**src/rtl/negate_32bit.sv**
```systemverilog
`default_nettype none
// ============================================================================
//  Module      : negate_32bit
//  Description : Registered arithmetic negation unit. Produces -Ra (two's
//                complement) or ~Ra (one's complement) one clock after the
//                operand is captured, with signed-overflow and zero flags.
//                The +1 is formed by a grouped carry-lookahead increment
//                chain fed by the inverted operand.
//  Revision    : 1.0 - initial release
// ============================================================================
module negate_32bit #(
    parameter int WIDTH = 32
) (
    input  logic             clk,
    input  logic             clr,
    input  logic [WIDTH-1:0] Ra,
    input  logic             ones_comp,
    input  logic             valid_in,
    output logic [WIDTH-1:0] Rz,
    output logic             valid_out,
    output logic             ovf,
    output logic             zero
);

    // Lookahead group size and the padded width covering all groups.
    localparam int c_GRP_W  = 4;
    localparam int c_NGRP   = (WIDTH + c_GRP_W - 1) / c_GRP_W;
    localparam int c_PAD_W  = c_NGRP * c_GRP_W;

    // Most negative representable value: the only operand whose negation
    // cannot be represented.
    localparam logic [WIDTH-1:0] c_MIN_NEG = {1'b1, {(WIDTH-1){1'b0}}};

    logic [WIDTH-1:0]   w_inv;       // bitwise inverted operand
    logic               w_cin;       // +1 injected only in two's-complement mode
    logic [c_PAD_W-1:0] w_p_pad;     // per-bit propagate, zero padded to group size
    logic [c_PAD_W-1:0] w_c_pad;     // carry into each bit position
    logic [c_NGRP-1:0]  w_gcarry;    // carry into each lookahead group
    logic [WIDTH-1:0]   w_sum;       // combinational result
    logic               w_is_min;    // operand equals the most negative value
    logic               w_ovf;
    logic               w_zero;

    logic [WIDTH-1:0]   r_rz;
    logic               r_valid;
    logic               r_ovf;
    logic               r_zero;

    assign w_inv = ~Ra;
    assign w_cin = ~ones_comp;

    // Widen the propagate vector so every group is full; padding bits never
    // reach the result.
    always_comb begin
        w_p_pad             = '0;
        w_p_pad[WIDTH-1:0]  = w_inv;
    end

    assign w_gcarry[0] = w_cin;

    // Incrementing has no generate terms (the addend is zero), so a carry
    // into bit i exists exactly when cin is set and every lower inverted bit
    // is 1. Each group resolves its internal carries in parallel from the
    // group carry-in; group carries ripple using the group propagate.
    generate
        for (genvar g = 0; g < c_NGRP; g++) begin : g_grp
            for (genvar k = 0; k < c_GRP_W; k++) begin : g_bit
                if (k == 0) begin : g_first
                    assign w_c_pad[g*c_GRP_W] = w_gcarry[g];
                end else begin : g_rest
                    assign w_c_pad[g*c_GRP_W + k] =
                        w_gcarry[g] & (&w_p_pad[g*c_GRP_W +: k]);
                end
            end
            // The carry out of the top group is discarded (modulo 2^WIDTH).
            if (g < c_NGRP - 1) begin : g_cout
                assign w_gcarry[g+1] = w_gcarry[g] & (&w_p_pad[g*c_GRP_W +: c_GRP_W]);
            end
        end
    endgenerate

    assign w_sum    = w_inv ^ w_c_pad[WIDTH-1:0];
    assign w_is_min = (Ra == c_MIN_NEG);
    assign w_ovf    = w_cin & w_is_min;
    assign w_zero   = (w_sum == '0);

    // Capture a fresh result when valid_in is high; otherwise hold the data
    // and flags and drop valid_out. clr flushes everything asynchronously.
    always_ff @(posedge clk or posedge clr) begin
        if (clr) begin
            r_rz    <= '0;
            r_valid <= 1'b0;
            r_ovf   <= 1'b0;
            r_zero  <= 1'b0;
        end else if (valid_in) begin
            r_rz    <= w_sum;
            r_valid <= 1'b1;
            r_ovf   <= w_ovf;
            r_zero  <= w_zero;
        end else begin
            r_valid <= 1'b0;
        end
    end

    assign Rz        = r_rz;
    assign valid_out = r_valid;
    assign ovf       = r_ovf;
    assign zero      = r_zero;

endmodule
`default_nettype wire

```
**config.mk**
```make
export PLATFORM = sky130hd
export DESIGN_NAME = negate_32bit
export DESIGN_NICKNAME = d
export VERILOG_FILES = /design/src/rtl/negate_32bit.sv
export SDC_FILE = /design/constraint.sdc
export NUM_CORES = 1
export LEC_CHECK = 0
export CORE_UTILIZATION = 49
export DETAILED_ROUTE_END_ITERATION = 10
export PLACE_DENSITY_LB_ADDON = 0.15
export SYNTH_ARGS = -nofsm -noshare
export SYNTH_HDL_FRONTEND = slang
export SYNTH_SLANG_ARGS = --single-unit
```
**constraint.sdc**
```tcl
create_clock -name clk -period 2.2 [get_ports clk]
set_clock_uncertainty 0.2 [all_clocks]
set_input_delay 0.44 -clock clk [delete_from_list [all_inputs] [get_ports clk]]
set_output_delay 0.44 -clock clk [all_outputs]
set_load 0.01 [all_outputs]
```
# Yosys cells after proc, flatten, opt, wreduce, memory -nomap -nowiden
# Index checks and enable logic that the tools add are counted.
[classes]
n_mux = 1
reduce_logical = 24
n_bitwise = 35
eq_ne = 1
[op_table]
columns = ["cell", "count"]
rows = [
  ["1-bit AND", 32],
  ["32-bit equality test (second input constant)", 1],
  ["32-bit zero test", 1],
  ["32-bit NOT", 1],
  ["32-bit bitwise XOR", 1],
  ["4-bit AND reduction", 7],
  ["3-bit AND reduction", 8],
  ["2-bit AND reduction", 8],
  ["1-bit two-way mux", 1],
  ["1-bit NOT", 1],
]
[word_totals]
elab_cells = 65
output_inout_bits = 35
reg_bits = 35

# Longest topological paths before layout
# Gate-level depths: netlist of run 1.
[logic_depth]
ltp_word = 12
mapped_depth = 11

# Least setup slack after synthesis of run 1
# Ideal clock, no wire load.
[synth_timing]
path_type = "input to register"
startpoint = "input Ra[3]"
endpoint = "register r_zero, in the netlist zero"
required_time_ps = 1905
path_slack_ps = -1235
cell_stages = 11
arrival_ps = 3140
path_cell_list = "or4_4 -> or3_4 -> clkinv_8 -> nand3_1 -> nor3_2 -> ha_1 -> xnor2_1 -> or4_1 -> a2111oi_4 -> o211ai_1 -> o32ai_2"
[synth_between]
elab_chain_len = 12
elab_cells_between_ends = 32
[synth_rtl]
columns = ["item", "line", "rtl"]
rows = [
  ["start, declared", "16", "input logic [WIDTH-1:0] Ra,"],
  ["32-bit NOT *", "49", "assign w_inv = ~Ra;"],
  ["4-bit AND reduction", "77", "assign w_gcarry[g+1] = w_gcarry[g] & (&w_p_pad[g*c_GRP_W +: c_GRP_W]);"],
  ["1-bit AND (7 in series)", "77", ""],
  ["1-bit AND", "72", "w_gcarry[g] & (&w_p_pad[g*c_GRP_W +: k]);"],
  ["32-bit bitwise XOR *", "82", "assign w_sum = w_inv ^ w_c_pad[WIDTH-1:0];"],
  ["32-bit zero test *", "85", "assign w_zero = (w_sum == '0);"],
  ["end signal, assigned", "99", "r_zero <= w_zero;"],
  ["end, declared", "47", "logic r_zero;"],
]
# Every way passes the cells marked *; elsewhere a longest branch is shown, timed or not.
# A chain may end at the register's enable or synchronous reset.

# Worst setup path in the final report of run 1
[layout_timing]
startpoint = "input Ra[9]"
endpoint = "register r_zero, in the netlist zero"
[layout_between]
elab_chain_len = 10
elab_cells_between_ends = 28
[layout_rtl]
columns = ["item", "line"]
rows = [
  ["32-bit NOT *", "49"],
  ["4-bit AND reduction", "77"],
  ["1-bit AND (5 in series)", "77"],
  ["1-bit AND", "72"],
  ["32-bit bitwise XOR *", "82"],
  ["32-bit zero test *", "85"],
]
# Marked as above.

==> results of run 1 <==
## where the power goes
group | internal, µW | switching [µW]
clock | 338 | 280
sequential | 706 | 47.6
combinational | 320 | 240
total | 1360 | 568
## state kept, by name (all words and copies together), names as in the netlist
name       count
zero           1
Rz            32
ovf            1
valid_out      1
## layer usage
layer | vias up | share of wire
met1 | 1123 | 0.37
met2 | 156 | 0.50
met3 | 51 | 0.068
met4 | 0 | 0.062
met5 | - | 0
li1 | 929 | -
## cells by family after synthesis
group / Yosys count
adders and majority gates: 8
xor gates and xnor gates: 26
AOI/OAI and AO/OA: 14
muxes: 31
buffers and inverters: 19
DFF: 35
and+or+nand+nor: 49
## cells in the final DEF, fill, tap and decap left out, types with 3 or more instances in the layout
master	netlist	final
sky130_fd_sc_hd__clkbuf_8	1	5
sky130_fd_sc_hd__ha_1	8	3
sky130_fd_sc_hd__mux2_4	1	13
sky130_fd_sc_hd__buf_4	0	54
sky130_fd_sc_hd__xnor2_2	0	5
sky130_fd_sc_hd__ha_4	0	4
sky130_fd_sc_hd__or4_4	1	4
sky130_fd_sc_hd__dfrtp_1	35	35
sky130_fd_sc_hd__nor2_4	0	6
sky130_fd_sc_hd__nor3_4	1	3
sky130_fd_sc_hd__buf_6	1	15
sky130_fd_sc_hd__buf_2	0	3
sky130_fd_sc_hd__clkdlybuf4s50_1	0	59
sky130_fd_sc_hd__xor2_1	8	8
sky130_fd_sc_hd__nand2_1	4	3
sky130_fd_sc_hd__xnor2_1	18	12
sky130_fd_sc_hd__nor4_1	7	4
sky130_fd_sc_hd__mux2_2	30	18
sky130_fd_sc_hd__inv_1	13	13
## through the flow
step           cells  total power, µW  hold WS [ns]  worst slack, ns  utilization
2_1_floorplan    182              929         0.271            -1.17            -
3_3_place_gp     353             1220         0.290            -1.66        0.820
5_1_grt          372             2000         0.224            -1.31        0.937
6_report         372             1930         0.242            -1.21        0.937
3_5_place_dp     353             1230         0.295            -1.72        0.820
4_1_cts          369             1840         0.216            -1.11        0.906
## final timing paths
path,startpoint,end,slack (ns),cells past startpoint
setup / recovery,Ra[9],zero,-1.21,12
hold / removal,valid_in,valid_out,0.24,1
setup reg to reg,Rz[7],Rz[7],1.12,2
hold reg to reg,Rz[4],Rz[4],0.31,1
max in group asynchronous,clr,Rz[11],1.08,3
min in group asynchronous,clr,Rz[13],0.39,3
## timing repair
item                       CTS  global route
setup endpoints to repair   26            26
resized for setup           69            26
gates cloned                 0             0
setup buffers               12            10
pin swaps                   25            24
## area by class of cell
cell class	instances	area, µm²
Sequential cell	35	876
Timing Repair Buffer	137	1250
Fill cell	123	258
Tap cell	50	62.6
Multi-Input combinational cell	128	1460
Inverter	14	65.1
Clock inverter	3	43.8
Clock buffer	5	68.8
==> impl_results.md, run 1 <==
- Number of global-route vias before repair: 2,173
- Buffer cell driving the clock tree root: sky130_fd_sc_hd__clkbuf_8
- Count of distinct cell types in the synthesized netlist: 43
- Final number of hold-violating endpoints: 0
- Met3 global-route usage: 0.0733
- Summed negative setup slack over all endpoints: -8.23 ns
- Core outline area: between 0.004 and 0.005 mm²
- First drt pass iteration count: 4
- Crit start category: primary input
- Fraction of layout cells with a size suffix above 1: 0.494
- Die footprint: about 0.0046 mm²
- Post-route DRC violation count: 0
- Cell count after synthesis: 182
- Post-synthesis xor/xnor area fraction: 0.107
- Post-synthesis average cell area: roughly 12 µm²
- Hold crit path type: primary input to flip-flop
- CTS tree: built
- Clock sinks: 35
- Number of core rows: 23
- Largest stage delay on the critical path: approximately 0.46 ns
- Remaining antenna violation count after routing: 0
- GRT busiest layer: met2
- Final WS setup: -1.21 ns
- Outcome: complete, but fails checks
- Startpoint-to-endpoint class of the critical path: primary input to flip-flop
- Number of antenna violations at the first check in global routing: 0
- Synthesized net count: between 200 and 250
- Wire length of the first global-routing pass: around 11 mm
- Sequential share of the synthesized area: 0.412
- Gate family responsible for the most delay along the worst path: simple AND/OR/NAND/NOR gates
- Post-synth design cell area: around 0.0021 mm²
- Main combinational cell family by area after synthesis: multiplexers
- Cts hold-fix bufs: 0
- Crit path cell chain: clkdlybuf4s50_1, or3_4, and3b_2, buf_12, nand3_4, nor3_4, ha_4, xnor2_2, or4_4, a2111oi_4, o211ai_1, o32ai_2
- Finish-stage setup viols: 26
- Worst path slowest cell: sky130_fd_sc_hd__clkdlybuf4s50_1
- Fraction of the mapped netlist area in adder cells: 0.0471
- RSZ-0062 raised after global routing: yes
- Crit path arrival time: 3.41 ns
- Compound-cell area share of the yosys netlist: 0.0607
- Placed cell area: between 0.003 and 0.004 mm²
- Violated checks: setup timing
- Effective utilization at floorplan: 0.520
- Sort of element at the end of the critical path: flip-flop
- Clock insertion delay at the later pin of the skew report: around 0.29 ns
- # Max-Cap Violations: 0
- Synthesized flop and latch total: 35
- Area contributors post-synth: sky130_fd_sc_hd__dfrtp_1 41%, sky130_fd_sc_hd__mux2_2 16%, sky130_fd_sc_hd__xnor2_1 7.4%, sky130_fd_sc_hd__ha_1 4.7%, sky130_fd_sc_hd__xor2_1 3.3%
- GRT Util Overall: 0.339
- Headroom to the max-slew limit: 0.660
- Basic-gate share of the synthesized area counting and, or, nand and nor cells: 0.159
- Top-count cell post-synth: sky130_fd_sc_hd__dfrtp_1
- Placed wire-length estimate after detailed placement: roughly 4.3 mm
- CTS Buffer Depth: 2
- Crit share post-route: 1.55
- Vertical die dimension: about 68 µm
- Area Growth Syn to Fin: 80.2%
- Multiplexer fraction of the synthesized cell area: 0.166
- Final net count: roughly 370
- GP Congestion: between 0.8 and 0.9
- Final non-filler cell area: 0.00383 mm²
- Post-synth EDFFs: 0
- Largest net degree at the start of global routing: 36
- Maximum level of the CTS H-tree: 2
- Data required time at the worst endpoint: ~2.2 ns
- Final global-route overflow total: 0
- Maximum frequency from static timing analysis: between 0.2 and 0.3 GHz
- WL per Instance: around 25 µm
- Count of boundary I/O pins: 71
- Count of synthesis-stage warnings from yosys: 0
- CTS buffer count: 5
- Proportion of register bits with asynchronous set or reset after synthesis: 1.00
- Total wirelength of the detailed-routed design: roughly 9.4 mm
- Final critical delay including setup and external delays: 3.41 ns
- Chip width: a little under 70 µm
- Antenna diode instance count: 0
- VDD IR max: about 0.39 mV
- Largest driver fanout on the critical path: 3
- Synth top area share: 0.412
- Transition time of the tightest slew-check pin: 0.505 ns
- Library cell with the largest summed area after synthesis: sky130_fd_sc_hd__dfrtp_1
- Routed via count: between 2,000 and 2,500
- Met2 Use GR: 0.599
- Via density per instance: 6.07
- Iteration-0 DRC Markers: between 200 and 250
- I/O Buffers: 70
- Max-slew violation count: 0
- Top cells by instance count after synthesis: 35 x sky130_fd_sc_hd__dfrtp_1, 30 x sky130_fd_sc_hd__mux2_2, 18 x sky130_fd_sc_hd__xnor2_1, 13 x sky130_fd_sc_hd__inv_1
- Total buffers and inverters traversed by the critical path: 2
- Ys flop type: sky130_fd_sc_hd__dfrtp_1
- Clock slew at reported path FFs: about 0.08 ns
- P per Cell Area: about 500 mW/mm²
- Leakage power figure: 0.00169 µW
- Global routing usage on met1: 0.379
No activity file was read; power rests on OpenSTA's default activity.
==> run 2, diff against run 1 <==
Settings changed: CAP_MARGIN set to 15, GPL_TIMING_DRIVEN set to 0.
==> run 2 against run 1 <==
  * The run still ends with setup timing left
  * Hold slack improved by 0.067 ns
  * Global-route usage is 8.8 points lower
  * Via count decreased by 19%
  * Largest power group unchanged
  * Critical path depth up 1
  * Sequential power down 2%
==> impl_results.md, run 2 (synthesized netlist as in run 1, its figures left out) <==
- P per Cell Area: 475 mW/mm² (-5.9%)
- Final net count: 328 (-10%)
- Largest net degree at the start of global routing: 23 (-36%)
- Switching pwr: 478 µW (-16%)
- Effective utilization at floorplan: 0.520 (unchanged)
- Final global-route overflow total: 0 (unchanged)
- Number of core rows: 23 (unchanged)
- Number of flip-flops under the largest register name: 32 (unchanged)
- CTS buffer count: 5 (unchanged)
- Area Growth Syn to Fin: 67.7%
- Violated checks: setup timing
- GP Congestion: 0.763 (-15%)
- Transition time of the tightest slew-check pin: 0.773 ns (+0.268 ns)
- CTS Buffer Depth: 2 (unchanged)
- Most common cell after layout, fill and taps aside: sky130_fd_sc_hd__clkdlybuf4s50_1
- Flop2flop setup slack: 1.21 ns (+0.09 ns)
- Sequential cell area in the final layout: 876 µm² (unchanged)
- Crit share post-route: 1.55 (-0.00160)
- Placed cell area: 0.00299 mm² (-11%)
- Combinational Power Share: 0.288 (-0.002)
- Total wirelength of the detailed-routed design: 5.81 mm (-38%)
- Chip width: 67.8 µm (unchanged)
- Final non-filler cell area: 0.00356 mm² (-6.9%)
- Worst hold path endpoint: Rz[27]
- Startpoint of the lowest-slack hold path: Rz[27]
- Critical register-to-register path startpoint: Rz[9]
- Worst path slowest cell: sky130_fd_sc_hd__or4_4
- Final number of hold-violating endpoints: 0 (unchanged)
- # Max-Cap Violations: 0 (unchanged)
- Via density per instance: 5.48 (-9.7%)
- Most frequent cell on the critical path: sky130_fd_sc_hd__or4_4
- Iteration-0 DRC Markers: 121 (-40%)
- Startpoint-to-endpoint class of the critical path: primary input to flip-flop
- Buffer cell driving the clock tree root: sky130_fd_sc_hd__clkbuf_8
- Leakage power figure: 0.00156 µW (-7.9%)
- Routed via count: 1,837 (-19%)
- Outcome: complete, but fails checks
- GRT busiest layer: met2
- Antenna diode instance count: 0 (unchanged)
- I/O Buffers: 69 (-1.4%)
- Finish-stage setup viols: 26 (unchanged)
- Post-route DRC violation count: 0 (unchanged)
- Placed wire-length estimate after detailed placement: 3.66 mm (-15%)
- Number of antenna violations at the first check in global routing: 0 (unchanged)
- Remaining antenna violation count after routing: 0 (unchanged)
- Die footprint: 0.00460 mm² (unchanged)
- Number of global-route vias before repair: 1,762 (-19%)
- Maximum level of the CTS H-tree: 2 (unchanged)
- Power, Total: 1690 µW (-12%)
- Cell internal pwr: 1210 µW (-11%)
- CTS tree: built
- Clock power frac: 0.273 (-0.047)
- Clock sinks: 35 (unchanged)
- Final WS setup: -1.20 ns (+0.00353 ns)
- Filler cells: 203 (+65%)
- Cts hold-fix bufs: 0 (unchanged)
- WL per Instance: 17.3 µm (-31%)
- Maximum frequency from static timing analysis: 0.294 GHz (+0.10%)
- Fraction of layout cells with a size suffix above 1: 0.428 (-0.0657)
- Largest stage delay on the critical path: 0.54 ns (+0.08 ns)
- Data required time at the worst endpoint: 2.19 ns (about the same)
- Final critical delay including setup and external delays: 3.40 ns (-0.00353 ns)
- Count of boundary I/O pins: 71 (unchanged)
- Headroom to the max-slew limit: 0.485 (-0.175)
- Sequential cell fraction of total power: 0.439 (+0.049)
- Crit path cell chain: buf_8, or4_4, or3_4, clkinv_8, buf_6, nand2_4, nor3_4, ha_4, xnor2_2, or4_4, a2111oi_4, o211ai_1, o32ai_2
- Crit start category: primary input
- End of the worst register-to-register path: Rz[9]
- Crit path arrival time: 3.40 ns (about the same)
- Register-to-Register Path Depth: 1 (-1)
- Clock insertion delay at the later pin of the skew report: 0.29 ns (about the same)
- VDD IR max: 0.338 mV (-12%)
- RSZ-0062 raised after global routing: yes
- Sort of element at the end of the critical path: flip-flop
- Clock slew at reported path FFs: 0.07 ns (about the same)
- Wire length of the first global-routing pass: 8.40 mm (-23%)
- Core occupancy in the finished layout: 0.872 (-0.0649)
- Commonest cells after routing, fill and taps aside: 52 x sky130_fd_sc_hd__clkdlybuf4s50_1, 35 x sky130_fd_sc_hd__dfrtp_1, 20 x sky130_fd_sc_hd__mux2_4, 20 x sky130_fd_sc_hd__buf_4, 13 x sky130_fd_sc_hd__inv_1
- Global routing usage on met1: 0.314 (-0.0649)
- Hold crit path type: flip-flop to flip-flop
- First drt pass iteration count: 4 (unchanged)
- GRT Util Overall: 0.251 (-0.0881)
- Core outline area: 0.00409 mm² (unchanged)
- Number of stages on the worst hold path: 1 (unchanged)
- Multi-input combinational cell area: 0.00153 mm² (+4.8%)
- Met3 global-route usage: 0.0650 (-0.00833)
- Vertical die dimension: 67.8 µm (unchanged)
- Largest driver fanout on the critical path: 5 (+2)
- Proportion of total power due to net switching: 0.282 (-0.0114)
- Met2 Use GR: 0.432 (-0.167)
- Max-slew violation count: 0 (unchanged)
==> run 2: critical path, delay by kind of cell <==
kind	cells	cell delay (ns)
simple gates	5	1.73
buf+inv	3	0.29
xor+xnor	1	0.08
compound gates	3	0.68
fa+ha+maj	1	0.17
==> run 2: final cells by class <==
cell class / count / share of cell area
plain buffers: 5 / 0.0102
clock buffers: 6 / 0.0204
clock inverters: 2 / 0.00351
inverters: 14 / 0.0183
multi-input cells: 128 / 0.429
flip-flops and latches: 35 / 0.246
well taps: 50 / 0.0176
repair buffers: 95 / 0.255
==> run 2: stage by stage <==
| stage | setup TNS, ns | hold slack, ns | cells | setup slack, ns |
|---|---|---|---|---|
| after global routing | -7.41 | 0.321 | 335 | -1.32 |
| final | -6.33 | 0.309 | 335 | -1.20 |
| after global placement | -24.97 | 0.289 | 301 | -1.99 |
| after CTS | -5.30 | 0.311 | 326 | -1.20 |
| after floorplan | -6.66 | 0.271 | 182 | -1.17 |
| after detailed placement | -24.46 | 0.295 | 302 | -2.00 |
==> run 2: power groups by stage <==
stage | Sequential [µW] | Clock (µW) | Combinational, µW
2_1_floorplan | 780 | 0 | 149
3_3_place_gp | 750 | 0 | 420
3_5_place_dp | 752 | 0 | 432
4_1_cts | 741 | 470 | 467
5_1_grt | 749 | 492 | 520
6_report | 742 | 462 | 488
==> run 2: metal layers <==
metal | part of all wire | routed length [µm] | vias up
li1 | - | - | 858
met1 | 0.43 | 2510 | 911
met2 | 0.50 | 2930 | 58
met3 | 0.053 | 306 | 10
met4 | 0.011 | 63 | 0
met5 | 0 | 0 | -
==> run 2: how the worst max path moves through the flow <==
stage          slack [ns]  start   end
6_report            -1.20  Ra[5]  zero
4_1_cts             -1.20  Ra[6]  zero
5_1_grt             -1.32  Ra[5]  zero
3_3_place_gp        -1.99  Ra[3]  zero
2_1_floorplan       -1.17  Ra[3]  zero
3_5_place_dp        -2.00  Ra[3]  zero
==> run 2: repair_timing <==
action | in CTS | in global routing
setup endpoints to repair | 27 | 26
hold endpoints to repair | 0 | 0
pin swaps | 21 | 16
resized for setup | 89 | 24
cloned | 0 | 0
buffers inserted | 17 | 13
==> run 3, diff against run 2 <==
Settings changed: CORE_ASPECT_RATIO set to 0.5.
==> run 3 against run 2 <==
  * Critical endpoint unchanged
  * Flip-flop and latch count did not move
  * The flow still finishes with violations (setup timing)
  * Setup slack got worse by 0.13 ns
  * Routed wire length rose by 14%
==> impl_results.md, run 3 (synthesized netlist as in run 1, its figures left out) <==
- WL per Instance: 19.8 µm (+14%)
- Count of boundary I/O pins: 71 (unchanged)
- Iteration-0 DRC Markers: 61 (-50%)
- Largest driver fanout on the critical path: 2 (-3)
- Die footprint: 0.00462 mm² (+0.35%)
- End of the worst register-to-register path: Rz[20]
- Final net count: 323 (-1.5%)
- Hold crit path type: flip-flop to flip-flop
- Sequential cell area in the final layout: 876 µm² (unchanged)
- Core occupancy in the finished layout: 0.858 (-0.0138)
- Remaining antenna violation count after routing: 0 (unchanged)
- VDD IR max: 0.306 mV (-9.5%)
- # Max-Cap Violations: 0 (unchanged)
- Filler cells: 211 (+3.9%)
- Final global-route overflow total: 0 (unchanged)
- First drt pass iteration count: 4 (unchanged)
- Maximum frequency from static timing analysis: 0.283 GHz (-3.8%)
- Headroom to the max-slew limit: 0.546 (+0.0612)
- Crit path arrival time: 3.53 ns (+0.13 ns)
- CTS buffer count: 5 (unchanged)
- Power, Total: 1710 µW (+0.81%)
- CTS Buffer Depth: 2 (unchanged)
- Crit start category: primary input
- Startpoint of the lowest-slack hold path: Rz[27]
- Post-route DRC violation count: 0 (unchanged)
- Fraction of layout cells with a size suffix above 1: 0.404 (-0.0245)
- Final critical delay including setup and external delays: 3.54 ns (+0.133 ns)
- Clock insertion delay at the later pin of the skew report: 0.29 ns (about the same)
- Routed via count: 1,869 (+1.7%)
- Total wirelength of the detailed-routed design: 6.63 mm (+14%)
- CTS tree: built
- RSZ-0062 raised after global routing: yes
- Final non-filler cell area: 0.00345 mm² (-3.1%)
- Startpoint-to-endpoint class of the critical path: primary input to flip-flop
- GRT Util Overall: 0.268 (+0.0180)
- Largest net degree at the start of global routing: 23 (unchanged)
- Transition time of the tightest slew-check pin: 0.681 ns (-0.0918 ns)
- Antenna diode instance count: 0 (unchanged)
- Effective utilization at floorplan: 0.528 (+0.00808)
- Leakage power figure: 0.00146 µW (-6.0%)
- Clock slew at reported path FFs: 0.07 ns (about the same)
- Finish-stage setup viols: 23 (-12%)
- Number of antenna violations at the first check in global routing: 0 (unchanged)
- Number of flip-flops under the largest register name: 32 (unchanged)
- Core outline area: 0.00402 mm² (-1.5%)
- Final WS setup: -1.34 ns (-0.133 ns)
- Number of global-route vias before repair: 1,826 (+3.6%)
- Vertical die dimension: 48.6 µm (-28%)
- Outcome: complete, but fails checks
- GP Congestion: 0.784 (+2.8%)
- Placed Cells: 306 (+1.3%)
- Cts hold-fix bufs: 0 (unchanged)
- Number of core rows: 16 (-30%)
- Number of cells in the finished layout apart from fillers: 334 (-0.30%)
- Wire length of the first global-routing pass: 9.27 mm (+10%)
- Data required time at the worst endpoint: 2.19 ns (about the same)
- Multi-input combinational cell area: 0.00146 mm² (-4.3%)
- Register-to-Register Path Depth: 1 (unchanged)
- Maximum level of the CTS H-tree: 2 (unchanged)
- Via density per instance: 5.60 (+2.0%)
- Sort of element at the end of the critical path: flip-flop
- Placed cell area: 0.00299 mm² (+0.17%)
- Commonest cells after routing, fill and taps aside: 52 x sky130_fd_sc_hd__clkdlybuf4s50_1, 35 x sky130_fd_sc_hd__dfrtp_1, 21 x sky130_fd_sc_hd__mux2_2
- Worst hold path endpoint: Rz[27]
- Area Growth Syn to Fin: 62.5%
- Placed wire-length estimate after detailed placement: 4.03 mm (+10%)
- Chip width: 95.1 µm (+40%)
- Max-slew violation count: 0 (unchanged)
- Most common cell after layout, fill and taps aside: sky130_fd_sc_hd__clkdlybuf4s50_1
- Buffer cell driving the clock tree root: sky130_fd_sc_hd__clkbuf_8
- P per Cell Area: 494 mW/mm² (+4.0%)
- Critical register-to-register path startpoint: Rz[20]
- Clock sinks: 35 (unchanged)
- I/O Buffers: 69 (unchanged)
- Final number of hold-violating endpoints: 0 (unchanged)
- Summed negative setup slack over all endpoints: -5.99 ns (+0.340 ns)
- Violated checks: setup timing
- Crit share post-route: 1.61 (+0.0606)
- Flop2flop setup slack: 1.16 ns (-0.05 ns)
- Number of stages on the worst hold path: 1 (unchanged)
run 3: final cells by class:
cell class | count | area share
inverters | 14 | 0.0188
multi-input cells | 128 | 0.424
well taps | 54 | 0.0196
repair buffers | 90 | 0.250
flip-flops and latches | 35 | 0.254
clock buffers | 7 | 0.0221
clock inverters | 1 | 0.00145
plain buffers | 5 | 0.0105
run 3: routing by layer:
metal | up-vias | track usage | part of all wire
li1 | 847 | - | -
met1 | 938 | 0.356 | 0.43
met2 | 68 | 0.452 | 0.50
met3 | 16 | 0.0708 | 0.059
met4 | 0 | 0.0354 | 0.019
met5 | - | 0 | 0
run 3: power breakdown:
| group | switching [µW] | total (µW) | internal, µW |
|---|---|---|---|
| Sequential | 38.4 | 745 | 706 |
| Clock | 252 | 475 | 223 |
| Combinational | 207 | 487 | 280 |
run 3: metrics by stage:
stage,setup WS [ns],hold slack [ns]
global route,-1.46,0.332
finish,-1.34,0.309
CTS,-1.24,0.310
detailed placement,-2.07,0.295
global placement,-1.96,0.289
floorplan,-1.17,0.271
run 3: worst max-delay path by stage:
stage           from   end  cells past startpoint
2_1_floorplan  Ra[3]  zero                     11
3_3_place_gp   Ra[3]  zero                     12
3_5_place_dp   Ra[3]  zero                     12
4_1_cts        Ra[6]  zero                     12
5_1_grt        Ra[6]  zero                     12
6_report       Ra[6]  zero                     12
run 3: critical path, cell delays in order:
cell,delay (ns)
sky130_fd_sc_hd__buf_8,0.09
sky130_fd_sc_hd__or4_4,0.54
sky130_fd_sc_hd__or3_4,0.44
sky130_fd_sc_hd__buf_4,0.17
sky130_fd_sc_hd__nor4b_4,0.24
sky130_fd_sc_hd__ha_1,0.21
sky130_fd_sc_hd__xnor2_1,0.09
sky130_fd_sc_hd__nor4_1,0.36
sky130_fd_sc_hd__nand4b_1,0.23
sky130_fd_sc_hd__a2111oi_4,0.26
sky130_fd_sc_hd__o211ai_1,0.17
sky130_fd_sc_hd__o32ai_2,0.28
run 3: timing repair:
action	4_1_cts	5_1_grt
resized for setup	71	25
pin swaps	17	7
endpoints found under the setup margin	27	25
setup buffers	11	9
